$ cat src/rtl/semaforo_pkg.sv
// Shared lamp encodings, phase codes and lamp decode for the intersection controller.
package semaforo_pkg;

  localparam logic [2:0] VERDE    = 3'b001;
  localparam logic [2:0] AMARELO  = 3'b010;
  localparam logic [2:0] VERMELHO = 3'b100;

  typedef enum logic [2:0] {
    A_VERDE   = 3'd0,
    A_AMARELO = 3'd1,
    VERM_AB   = 3'd2,
    B_VERDE   = 3'd3,
    B_AMARELO = 3'd4,
    VERM_BA   = 3'd5,
    PEDESTRE  = 3'd6
  } fase_t;

  // Returns {road A lamps, road B lamps, walk lamp}; anything unknown shows all-red.
  function automatic logic [6:0] decodifica(fase_t f);
    case (f)
      A_VERDE:   return {VERDE,    VERMELHO, 1'b0};
      A_AMARELO: return {AMARELO,  VERMELHO, 1'b0};
      B_VERDE:   return {VERMELHO, VERDE,    1'b0};
      B_AMARELO: return {VERMELHO, AMARELO,  1'b0};
      PEDESTRE:  return {VERMELHO, VERMELHO, 1'b1};
      default:   return {VERMELHO, VERMELHO, 1'b0};
    endcase
  endfunction

endpackage

$ cat src/rtl/divisor_tick.sv
// Free-running prescaler: pulses tick once every TICK_DIV clock cycles.
module divisor_tick #(
  parameter int TICK_DIV = 1
) (
  input  logic clk,
  input  logic rst,
  output logic tick
);

  localparam int DIV_W = (TICK_DIV > 1) ? $clog2(TICK_DIV) : 1;
  localparam logic [DIV_W-1:0] DIV_MAX = DIV_W'(TICK_DIV - 1);

  logic [DIV_W-1:0] div_q, div_d;

  always_comb begin
    tick  = (div_q == DIV_MAX);
    div_d = tick ? '0 : div_q + 1'b1;
  end

  always_ff @(posedge clk) begin
    if (rst) div_q <= '0;
    else     div_q <= div_d;
  end

endmodule

$ cat src/rtl/controle_cruzamento.sv
// Two-road intersection phase sequencer with a latched pedestrian request and walk phase.
module controle_cruzamento
  import semaforo_pkg::*;
#(
  parameter int T_VERDE     = 8,
  parameter int T_MIN_VERDE = 3,
  parameter int T_AMARELO   = 3,
  parameter int T_VERMELHO  = 1,
  parameter int T_PED       = 5,
  parameter int TICK_DIV    = 1,
  parameter int CNT_W       = 4
) (
  input  logic       clk,
  input  logic       rst,
  input  logic       bt,
  output logic [2:0] A,
  output logic [2:0] B,
  output logic       P,
  output logic       pend,
  output logic [2:0] fase
);

  if (T_VERDE < 1 || T_MIN_VERDE < 1 || T_AMARELO < 1 || T_VERMELHO < 1 || T_PED < 1)
    begin : g_chk_min
      $error("controle_cruzamento: every T_* must be at least 1");
    end
  if (T_MIN_VERDE > T_VERDE) begin : g_chk_min_verde
    $error("controle_cruzamento: T_MIN_VERDE must not exceed T_VERDE");
  end
  if (T_VERDE > 2**CNT_W || T_AMARELO > 2**CNT_W || T_VERMELHO > 2**CNT_W || T_PED > 2**CNT_W)
    begin : g_chk_cnt_w
      $error("controle_cruzamento: a T_* value does not fit the phase counter");
    end
  if (TICK_DIV < 1) begin : g_chk_div
    $error("controle_cruzamento: TICK_DIV must be at least 1");
  end

  localparam logic [CNT_W-1:0] LIM_VERDE = CNT_W'(T_VERDE - 1);
  localparam logic [CNT_W-1:0] LIM_MIN   = CNT_W'(T_MIN_VERDE - 1);
  localparam logic [CNT_W-1:0] LIM_AMAR  = CNT_W'(T_AMARELO - 1);
  localparam logic [CNT_W-1:0] LIM_VERM  = CNT_W'(T_VERMELHO - 1);
  localparam logic [CNT_W-1:0] LIM_PED   = CNT_W'(T_PED - 1);

  logic tick;

  divisor_tick #(.TICK_DIV(TICK_DIV)) u_divisor_tick (
    .clk  (clk),
    .rst  (rst),
    .tick (tick)
  );

  fase_t            state_q, state_d, prox;
  logic [CNT_W-1:0] cnt_q, cnt_d;
  logic             pend_q, pend_d;
  logic             volta_q, volta_d;
  logic [2:0]       a_q, b_q;
  logic             p_q;
  logic             fim, ilegal, entra_ped;

  always_comb begin
    fim    = 1'b0;
    ilegal = 1'b0;
    prox   = A_VERDE;
    case (state_q)
      A_VERDE: begin
        fim  = (cnt_q == LIM_VERDE) || (pend_q && cnt_q >= LIM_MIN);
        prox = A_AMARELO;
      end
      A_AMARELO: begin
        fim  = (cnt_q == LIM_AMAR);
        prox = VERM_AB;
      end
      VERM_AB: begin
        fim  = (cnt_q == LIM_VERM);
        prox = pend_q ? PEDESTRE : B_VERDE;
      end
      B_VERDE: begin
        fim  = (cnt_q == LIM_VERDE) || (pend_q && cnt_q >= LIM_MIN);
        prox = B_AMARELO;
      end
      B_AMARELO: begin
        fim  = (cnt_q == LIM_AMAR);
        prox = VERM_BA;
      end
      VERM_BA: begin
        fim  = (cnt_q == LIM_VERM);
        prox = pend_q ? PEDESTRE : A_VERDE;
      end
      PEDESTRE: begin
        fim  = (cnt_q == LIM_PED);
        prox = volta_q ? B_VERDE : A_VERDE;
      end
      default: ilegal = 1'b1;
    endcase

    // An illegal code recovers immediately, without waiting for a tick.
    state_d = state_q;
    cnt_d   = cnt_q;
    if (ilegal) begin
      state_d = A_VERDE;
      cnt_d   = '0;
    end else if (tick && fim) begin
      state_d = prox;
      cnt_d   = '0;
    end else if (tick && cnt_q != '1) begin
      cnt_d = cnt_q + 1'b1;
    end

    entra_ped = (state_d == PEDESTRE) && (state_q != PEDESTRE);
    volta_d   = entra_ped ? (state_q == VERM_AB) : volta_q;
    pend_d    = entra_ped ? 1'b0 : (pend_q | (bt && state_q != PEDESTRE));
  end

  always_ff @(posedge clk) begin
    if (rst) begin
      state_q <= A_VERDE;
      cnt_q   <= '0;
      pend_q  <= 1'b0;
      volta_q <= 1'b0;
      a_q     <= VERDE;
      b_q     <= VERMELHO;
      p_q     <= 1'b0;
    end else begin
      state_q           <= state_d;
      cnt_q             <= cnt_d;
      pend_q            <= pend_d;
      volta_q           <= volta_d;
      {a_q, b_q, p_q}   <= decodifica(state_d);
    end
  end

  assign A    = a_q;
  assign B    = b_q;
  assign P    = p_q;
  assign pend = pend_q;
  assign fase = state_q;

endmodule

$ cat config.mk
export PLATFORM = sky130hd
export DESIGN_NAME = controle_cruzamento
export DESIGN_NICKNAME = d
export VERILOG_FILES = /design/src/rtl/semaforo_pkg.sv /design/src/rtl/divisor_tick.sv /design/src/rtl/controle_cruzamento.sv
export SDC_FILE = /design/constraint.sdc
export NUM_CORES = 1
export LEC_CHECK = 0
export ABC_CLOCK_PERIOD_IN_PS = 5800
export BUFFER_PORTS_ARGS = -buffer_cell sky130_fd_sc_hd__buf_2
export CORE_MARGIN = 1.5
export CORE_UTILIZATION = 60
export CTS_CLUSTER_SIZE = 16
export DETAILED_ROUTE_END_ITERATION = 10
export PLACE_DENSITY_LB_ADDON = 0.25
export SYNTH_ARGS = -nofsm -noshare
export SYNTH_HDL_FRONTEND = slang
export SYNTH_SLANG_ARGS = --single-unit
$ cat constraint.sdc
create_clock -name clk -period 5.8 [get_ports clk]
set_clock_uncertainty 0.2 [all_clocks]
set_input_delay 0.58 -clock clk [delete_from_list [all_inputs] [get_ports clk]]
set_output_delay 0.58 -clock clk [all_outputs]
set_load 0.1 [all_outputs]
==> results.json, run 1 <==
{
  "gpl.final_weighted_congestion": 0.905,
  "finalPower_mw": 0.216,
  "ant_nets_after_route": 0,
  "synthArstFlopShare_pct": 0,
  "critical_path_arrival_ns": 2.80,
  "synth_commonest_cells": "sky130_fd_sc_hd__dfxtp_1 (17), sky130_fd_sc_hd__nor2_1 (9), sky130_fd_sc_hd__a21oi_1 (7), sky130_fd_sc_hd__inv_1 (7), sky130_fd_sc_hd__nand2_1 (7)",
  "status": "completed",
  "grt_setup_unrepaired": "false",
  "number_of_failing_setup_endpoints_in_the_final_timing_report": 0,
  "commonest_register_cell_after_synthesis": "sky130_fd_sc_hd__dfxtp_1",
  "cts_inserted_buffers": 3,
  "crit_path_max_fanout": 16,
  "grt_ovf": 0,
  "rrSetupSlack_ns": 2.96,
  "worstHoldPathCells": 2,
  "final.setup.worst_slack_ns": 2.96,
  "p_clk_share_pct": 29.8,
  "cts_tree": "done",
  "synth.top_cell.area_share_pct": 32.4,
  "cts.htree.levels": 1,
  "routed_via_density": 6.76,
  "drt-pass1-iter-count": 4,
  "power_leakage_nw": 0.404,
  "setup.worst_path.start_class": "flop",
  "timing.slew.headroom_pct": 59.7,
  "power.share.combinational_pct": 12.6,
  "worst_slew_pin_slew_ns": 0.604,
  "dr_vias": 966,
  "share_seq_of_total_power_pct": 57.7,
  "detail_routed_net_length_per_standard_cell_um": 16.6,
  "initial_antenna_violation_count": 0,
  "post-route-min-period_ns": 2.84,
  "vdd_drop_max_uv": 192,
  "postSynthNetCount": 121,
  "clk_pin_slew_worst_setup_hold_paths_ns": 0.10,
  "total_switching_power_mw": 0.0628,
  "first_global_vias": 897,
  "post_cts_hold_buffer_count": 0,
  "final_max_slew_violation_count": 0,
  "worst_hold_slack_ns": 0.356,
  "cts_resized": 0,
  "crit_type": "reg2reg",
  "cp-end-kind": "flop",
  "fp.dieW_um": 44.8,
  "die_h_um": 44.8,
  "io_pins": 14,
  "grt_first_pass_wirelength_um": 3860,
  "number_of_enable_flip_flop_cells_after_synthesis": 0,
  "nets_final": 134,
  "maxCapViolCount": 0,
  "postSynthAreaPerCell_um2": 9.13,
  "syn_inst": 115,
  "reg2reg_to": "B[2]",
  "std_cell_rows": 14,
  "p_int_mw": 0.154,
  "core_area_mm2": 0.00158,
  "grt_max_degree": 17,
  "first_iter_violations": 45,
  "worstHoldPathType": "in2reg",
  "swShare_pct": 29.0,
  "port-buffer-count": 13,
  "area_growth_syn_to_layout_pct": 7.03,
  "synthesis.yosys.warnings": 0,
  "clk-insertion-delay-late_ns": 0.29,
  "wl_um": 2370,
  "maxClockFrequency_ghz": 0.352,
  "flops_latches_synth": 17,
  "clk_root_buffer_cell": "sky130_fd_sc_hd__clkbuf_4",
  "final_min_period_over_clock_period_pct": 49.0,
  "critical_path.startpoint": "fase[2]",
  "dpl.hpwl_um": 1690,
  "timing.final.hold_violations": 0,
  "synth_sequential_area_ratio_pct": 32.4,
  "finalSetupTns_ns": 0,
  "globalRouteTotalUtil_pct": 26.1,
  "setup_fix_buffers_added_after_clock_tree_synthesis": 0,
  "synth_cell_type_count": 53,
  "drt_drc_violations_left": 0,
  "power.density_cell_area_mw_per_mm2": 193,
  "timing.critical_path.to": "B[2]",
  "share_of_final_layout_standard_cells_stronger_than_drive_strength_1_pct": 22.0,
  "synth.largest_area_cell": "sky130_fd_sc_hd__dfxtp_1",
  "antenna_cells": 0,
  "die_area_mm2": 0.00201,
  "clock_tree.buffer_depth": 2,
  "synth_area_mm2": 0.00105,
  "r2r_cells": 6,
  "placement.setup.worst_slack_ns": 3.00,
  "numClockSinks": 17,
  "utilization_pct": 71.3,
  "crit_required_ns": 5.75,
  "floorplan.initialDensity_pct": 66.6,
  "synthMostInstantiatedCell": "sky130_fd_sc_hd__dfxtp_1",
  "netlist_top_cells_area": "sky130_fd_sc_hd__dfxtp_1 (32%), sky130_fd_sc_hd__ha_1 (3.6%), sky130_fd_sc_hd__a21oi_1 (3.3%), sky130_fd_sc_hd__nor2_1 (3.2%), sky130_fd_sc_hd__a2111oi_4 (2.6%)",
  "origin_of_the_critical_flop_to_flop_path": "fase[2]"
}
[registers in the layout (all words and copies together), names as in the netlist]
register              cells
fase                      3
cnt_q                     4
volta_q                   1
u_divisor_tick.div_q      1
pend                      1
A                         3
P                         1
B                         3
[cell type report]
class,instances,area [µm²]
clock buffers,3,22.5
clock inverters,1,5.00
fillers,118,453
inverters,8,30.0
multi-input cells,85,641
flip-flops and latches,17,340
well taps,16,20.0
repair buffers,13,65.1
[metrics by stage]
stage,cell area [µm²],cells
6_report,1120,143
3_3_place_gp,1100,139
2_1_floorplan,1050,115
4_1_cts,1120,143
3_5_place_dp,1100,139
5_1_grt,1120,143
[power by group through the flow]
stage               sequential (mW)  clock [mW]  combinational, mW
floorplan                     0.131           0             0.0167
global placement              0.127           0             0.0265
detailed placement            0.127           0             0.0269
CTS                           0.125      0.0653             0.0270
global route                  0.125      0.0711             0.0300
finish                        0.125      0.0644             0.0272
[critical path, stage by stage, from the launching register on]
cell and delay, ns:
sky130_fd_sc_hd__dfxtp_1 0.72, sky130_fd_sc_hd__nand2_1 0.20, sky130_fd_sc_hd__or4b_1 0.52, sky130_fd_sc_hd__and3_1 0.32, sky130_fd_sc_hd__a211o_1 0.32, sky130_fd_sc_hd__a2111oi_2 0.35
sky130_fd_sc_hd__a41oi_1 0.07
[kinds of logic (layout without fill, tap and decap cells)]
family,Yosys count,after routing,synth area share [%]
adder cells (fa/ha/maj),3,3,3.58
AND/OR/NAND/NOR,41,41,22.5
buffers and inverters,13,25,6.55
AO/OA/AOI/OAI,35,35,30.3
flip-flops,17,17,32.4
XOR/XNOR,4,4,3.34
multiplexers,1,1,0.954
other,1,1,0.357
[routing by layer]
metal,wire (µm),vias to the layer above,GRT usage [%]
li1,-,456,-
met1,1020,449,35.9
met2,1100,54,40.9
met3,206,7,3.60
met4,38,0,11.8
met5,0,-,0
[cells in the final DEF (no fill, tap or decap), drive strengths merged, types with 3 or more instances in the layout]
cell type / count
a21oi: 8
buf: 13
clkbuf: 3
dfxtp: 17
ha: 3
inv: 8
nand2: 7
nand3: 3
nand4: 3
nor2: 9
nor3: 3
o21ai: 5
or2: 3
[worst min-delay path by stage]
stage,from,to,slack [ns]
finish,rst,fase[1],0.36
global route,rst,A[2],0.35
CTS,rst,fase[1],0.35
detailed placement,cnt_q[0],cnt_q[0],0.38
global placement,cnt_q[0],cnt_q[0],0.36
floorplan,cnt_q[0],cnt_q[0],0.33
Note: power is estimated with default switching activity, not from simulation.
==> run 2: changes to the inputs <==
--- a/config.mk
+++ b/config.mk
@@ -5,10 +5,10 @@
 export SDC_FILE = /design/constraint.sdc
 export NUM_CORES = 1
 export LEC_CHECK = 0
-export ABC_CLOCK_PERIOD_IN_PS = 5800
+export ABC_CLOCK_PERIOD_IN_PS = 2600
 export BUFFER_PORTS_ARGS = -buffer_cell sky130_fd_sc_hd__buf_2
 export CORE_MARGIN = 1.5
-export CORE_UTILIZATION = 60
+export CORE_UTILIZATION = 50
 export CTS_CLUSTER_SIZE = 16
 export DETAILED_ROUTE_END_ITERATION = 10
 export PLACE_DENSITY_LB_ADDON = 0.25
==> constraint.sdc (replaced) <==
create_clock -name clk -period 2.6 [get_ports clk]
set_clock_uncertainty 0.2 [all_clocks]
set_input_delay 0.26 -clock clk [delete_from_list [all_inputs] [get_ports clk]]
set_output_delay 0.26 -clock clk [all_outputs]
set_load 0.1 [all_outputs]
==> results.json, run 2 (synthesis results as in run 1) <==
{
  "status": "completed",
  "detail_routed_net_length_per_standard_cell_um": 14.7,
  "power_leakage_nw": 0.436,
  "routed_via_density": 6.29,
  "cp-end-kind": "flop",
  "globalRouteTotalUtil_pct": 21.2,
  "worst_slew_pin_slew_ns": 0.534,
  "post-route-min-period_ns": 2.52,
  "number_of_failing_setup_endpoints_in_the_final_timing_report": 0,
  "clock_tree.buffer_depth": 2,
  "largest_register": "cnt_q",
  "nets_final": 140,
  "antenna_cells": 0,
  "finalSetupTns_ns": 0,
  "final_max_slew_violation_count": 0,
  "cts.htree.levels": 1,
  "port-buffer-count": 13,
  "clk_root_buffer_cell": "sky130_fd_sc_hd__clkbuf_4",
  "crit_required_ns": 2.58,
  "grt_setup_unrepaired": "false",
  "reg2reg_to": "volta_q",
  "std_cell_rows": 16,
  "wl_um": 2350,
  "maxClockFrequency_ghz": 0.396,
  "timing.slew.headroom_pct": 64.4,
  "clk_pin_slew_worst_setup_hold_paths_ns": 0.09,
  "share_of_final_layout_standard_cells_stronger_than_drive_strength_1_pct": 30.8,
  "power.density_cell_area_mw_per_mm2": 393,
  "grt_ovf": 0,
  "drt-pass1-iter-count": 4,
  "maxCapViolCount": 0,
  "vdd_drop_max_uv": 337,
  "rrSetupSlack_ns": 0.08,
  "crit_path_max_fanout": 7,
  "clk-insertion-delay-late_ns": 0.29,
  "area_growth_syn_to_layout_pct": 16.3,
  "r2r_cells": 7,
  "dp_cells": 155,
  "cts_tree": "done",
  "grt_first_pass_wirelength_um": 3990,
  "io_pins": 14,
  "cell_area_after_placement_mm2": 0.00116,
  "mostFrequentLayoutCell": "sky130_fd_sc_hd__buf_2",
  "initial_antenna_violation_count": 0,
  "timing.critical_path.to": "volta_q",
  "crit_type": "reg2reg",
  "grt_max_degree": 12,
  "gpl.final_weighted_congestion": 0.975,
  "cts_inserted_buffers": 3,
  "utilization_pct": 62.2,
  "ant_nets_after_route": 0,
  "first_iter_violations": 33,
  "worstHoldPathType": "in2reg",
  "die_area_mm2": 0.00238,
  "timing.final.hold_violations": 0,
  "final_min_period_over_clock_period_pct": 97.0,
  "largest_register_ffs": 4,
  "origin_of_the_critical_flop_to_flop_path": "cnt_q[1]",
  "dpl.hpwl_um": 1680,
  "critical_path_arrival_ns": 2.51,
  "core_area_mm2": 0.00196,
  "post_layout_nonfiller_instances": 160,
  "die_h_um": 48.8,
  "fp.dieW_um": 48.8,
  "first_global_vias": 914,
  "most-common-layout-cells": "sky130_fd_sc_hd__buf_2 (13), sky130_fd_sc_hd__dfxtp_1 (11), sky130_fd_sc_hd__nor2_1 (9)",
  "final_area_mm2": 0.00122,
  "critical_path.startpoint": "cnt_q[1]",
  "dr_vias": 1007,
  "numClockSinks": 17,
  "setup.worst_path.start_class": "flop",
  "drt_drc_violations_left": 0,
  "floorplan.initialDensity_pct": 53.5
}
run 2: changes by cell type in the layout (fill, tap and decap cells not counted), sizes merged:
cell    delta
buf        +6
clkbuf     +1
clkinv     -1
run 2: power breakdown:
group          switching [mW]  internal, mW  total [mW]
Combinational          0.0438        0.0225      0.0663
Clock                  0.0801        0.0597       0.140
Sequential             0.0105         0.264       0.274
run 2: repair_timing:
item,4_1_cts,5_1_grt
hold buffers,0,0
pin swaps,0,2
gates resized for setup,2,5
setup buffers,0,1
setup endpoints to repair,1,4
run 2: worst min path at each step:
stage / start / end / cells past startpoint / slack, ns
after floorplan: rst / fase[1] / 1 / 0.12
after global placement: rst / fase[1] / 2 / 0.34
after detailed placement: rst / fase[1] / 2 / 0.34
after CTS: rst / fase[1] / 2 / 0.03
after global routing: rst / P / 2 / 0.07
final: rst / fase[1] / 2 / 0.06
run 2: per-stage QoR:
stage	setup slack, ns	hold slack (ns)	power [mW]
6_report	0.0769	0.0567	0.480
5_1_grt	0.0135	0.0704	0.502
4_1_cts	0.0215	0.0343	0.480
3_5_place_dp	0.00246	0.341	0.341
3_3_place_gp	0.0921	0.337	0.341
2_1_floorplan	0.0810	0.123	0.327
run 2: final cells by class:
type                       instances  area, µm²
fill                             177        741
multi-input combinational         85        661
sequential                        17        360
timing repair buffer              19        110
tap                               27       33.8
inverter                           8       30.0
clock buffer                       4       26.3
run 2: worst max-delay path, cell delays in order, from the launching register on:
cell                      delay, ns
sky130_fd_sc_hd__dfxtp_4       0.38
sky130_fd_sc_hd__ha_2          0.19
sky130_fd_sc_hd__or2b_1        0.23
sky130_fd_sc_hd__a221o_1       0.38
sky130_fd_sc_hd__or2_4         0.30
sky130_fd_sc_hd__a21o_4        0.26
sky130_fd_sc_hd__or3_1         0.33
sky130_fd_sc_hd__nor3b_1       0.15
run 2: layer usage:
layer	vias up	share of wire [%]	GRT usage, %
met2	54	47	32.4
met4	0	1.7	10.0
met5	-	0	0
met3	8	8.5	5.83
li1	468	-	-
met1	477	43	27.8
==> run 3: changes to the inputs <==
--- a/config.mk
+++ b/config.mk
@@ -7,8 +7,10 @@
 export LEC_CHECK = 0
 export ABC_CLOCK_PERIOD_IN_PS = 2600
 export BUFFER_PORTS_ARGS = -buffer_cell sky130_fd_sc_hd__buf_2
+export CELL_PAD_IN_SITES_DETAIL_PLACEMENT = 1
+export CELL_PAD_IN_SITES_GLOBAL_PLACEMENT = 2
 export CORE_MARGIN = 1.5
-export CORE_UTILIZATION = 50
+export CORE_UTILIZATION = 31
 export CTS_CLUSTER_SIZE = 16
 export DETAILED_ROUTE_END_ITERATION = 10
 export PLACE_DENSITY_LB_ADDON = 0.25
==> results.json, run 3 (synthesis results as in run 1) <==
{
  "maxClockFrequency_ghz": 0.401,
  "number_of_failing_setup_endpoints_in_the_final_timing_report": 0,
  "gpl.final_weighted_congestion": 0.824,
  "dr_vias": 974,
  "die_h_um": 61.2,
  "cts_tree": "done",
  "setup_fix_buffers_added_after_clock_tree_synthesis": 0,
  "cts_resized": 0,
  "mostFrequentLayoutCell": "sky130_fd_sc_hd__buf_2",
  "worstHoldPathType": "in2reg",
  "largest_register": "cnt_q",
  "post-route-min-period_ns": 2.49,
  "share_of_final_layout_standard_cells_stronger_than_drive_strength_1_pct": 30.5,
  "worst_slew_pin_slew_ns": 0.549,
  "utilization_pct": 39.0,
  "numClockSinks": 17,
  "antenna_cells": 0,
  "first_iter_violations": 25,
  "power_leakage_nw": 0.425,
  "dpl.hpwl_um": 2120,
  "clock_tree.buffer_depth": 2,
  "share_seq_of_total_power_pct": 55.6,
  "timing.final.hold_violations": 0,
  "post_cts_hold_buffer_count": 0,
  "grt_ovf": 0,
  "setup.worst_path.start_class": "flop",
  "clk_pin_slew_worst_setup_hold_paths_ns": 0.11,
  "cts_inserted_buffers": 3,
  "globalRouteTotalUtil_pct": 18.4,
  "std_cell_rows": 20,
  "cts.htree.levels": 1,
  "fp.dieW_um": 61.2,
  "routed_via_density": 5.57,
  "crit_type": "reg2reg",
  "core_area_mm2": 0.00313,
  "final.setup.worst_slack_ns": 0.106,
  "grt_first_pass_wirelength_um": 4970,
  "vdd_drop_max_uv": 253,
  "drt-pass1-iter-count": 4,
  "total_switching_power_mw": 0.151,
  "die_area_mm2": 0.00374,
  "clk-insertion-delay-late_ns": 0.31,
  "finalSetupTns_ns": 0,
  "critical_path_arrival_ns": 2.48,
  "grt_setup_unrepaired": "false",
  "drt_drc_violations_left": 0,
  "timing.slew.headroom_pct": 63.4,
  "crit_path_max_fanout": 5,
  "largest_register_ffs": 4,
  "floorplan.initialDensity_pct": 33.6,
  "grt_max_degree": 16,
  "crit_required_ns": 2.59,
  "initial_antenna_violation_count": 0,
  "power.share.combinational_pct": 12.9,
  "power.density_cell_area_mw_per_mm2": 405,
  "swShare_pct": 30.5,
  "p_int_mw": 0.343,
  "ant_nets_after_route": 0,
  "area_growth_syn_to_layout_pct": 16.3,
  "nets_final": 138,
  "p_clk_share_pct": 31.5,
  "final_max_slew_violation_count": 0,
  "maxCapViolCount": 0,
  "io_pins": 14,
  "wl_um": 2820,
  "placement.setup.worst_slack_ns": 0.0294,
  "final_min_period_over_clock_period_pct": 95.9,
  "most-common-layout-cells": "sky130_fd_sc_hd__buf_2 (13), sky130_fd_sc_hd__dfxtp_1 (11), sky130_fd_sc_hd__nor2_1 (9)",
  "detail_routed_net_length_per_standard_cell_um": 16.1,
  "cp-end-kind": "flop",
  "first_global_vias": 969,
  "port-buffer-count": 13,
  "clk_root_buffer_cell": "sky130_fd_sc_hd__clkbuf_4",
  "status": "completed"
}
run 3: critical path: stages, from the launching register on:
cell and delay, ns:
sky130_fd_sc_hd__dfxtp_4 0.38, sky130_fd_sc_hd__ha_2 0.19, sky130_fd_sc_hd__or2b_1 0.23, sky130_fd_sc_hd__a221o_1 0.36, sky130_fd_sc_hd__or2_4 0.28, sky130_fd_sc_hd__a211o_1 0.31
sky130_fd_sc_hd__a2111oi_2 0.35, sky130_fd_sc_hd__a41oi_1 0.07
run 3: final cells by class:
| class | instances | area, µm² |
|---|---|---|
| Clock buffer | 3 | 22.5 |
| Clock inverter | 1 | 7.51 |
| Fill cell | 384 | 1910 |
| Inverter | 8 | 30.0 |
| Multi-Input combinational cell | 85 | 648 |
| Sequential cell | 17 | 363 |
| Tap cell | 44 | 55.1 |
| Timing Repair Buffer | 17 | 95.1 |
run 3: path summary, 6_finish.rpt:
path,start,end,slack (ns),depth (start not counted)
worst max-delay path,cnt_q[0],B[2],0.11,7
worst min register to register,cnt_q[0],cnt_q[0],0.35,2
worst min-delay path,rst,fase[1],0.03,2
worst max register to register,cnt_q[0],B[2],0.11,7
run 3: routing by layer:
| metal | global-route usage, % | up-vias | part of all wire [%] |
|---|---|---|---|
| li1 | - | 469 | - |
| met2 | 28.1 | 14 | 47 |
| met5 | 0 | - | 0 |
| met4 | 8.39 | 0 | 1.8 |
| met1 | 24.8 | 486 | 48 |
| met3 | 3.78 | 5 | 3.3 |
run 3: power by group through the flow:
stage                     Sequential (mW)  Clock, mW  Combinational [mW]
after floorplan                     0.290          0              0.0372
after global placement              0.280          0              0.0628
after detailed placement            0.281          0              0.0638
after CTS                           0.275      0.164              0.0640
after global routing                0.277      0.173              0.0712
final                               0.275      0.156              0.0637
run 3: through the flow:
step	total power [mW]	instances	hold WS [ns]	cell area, µm²
2_1_floorplan	0.327	115	0.123	1060
3_3_place_gp	0.343	171	0.343	1180
3_5_place_dp	0.344	171	0.360	1180
4_1_cts	0.502	175	0.0155	1210
5_1_grt	0.522	175	0.0155	1220
6_report	0.494	175	0.0284	1220
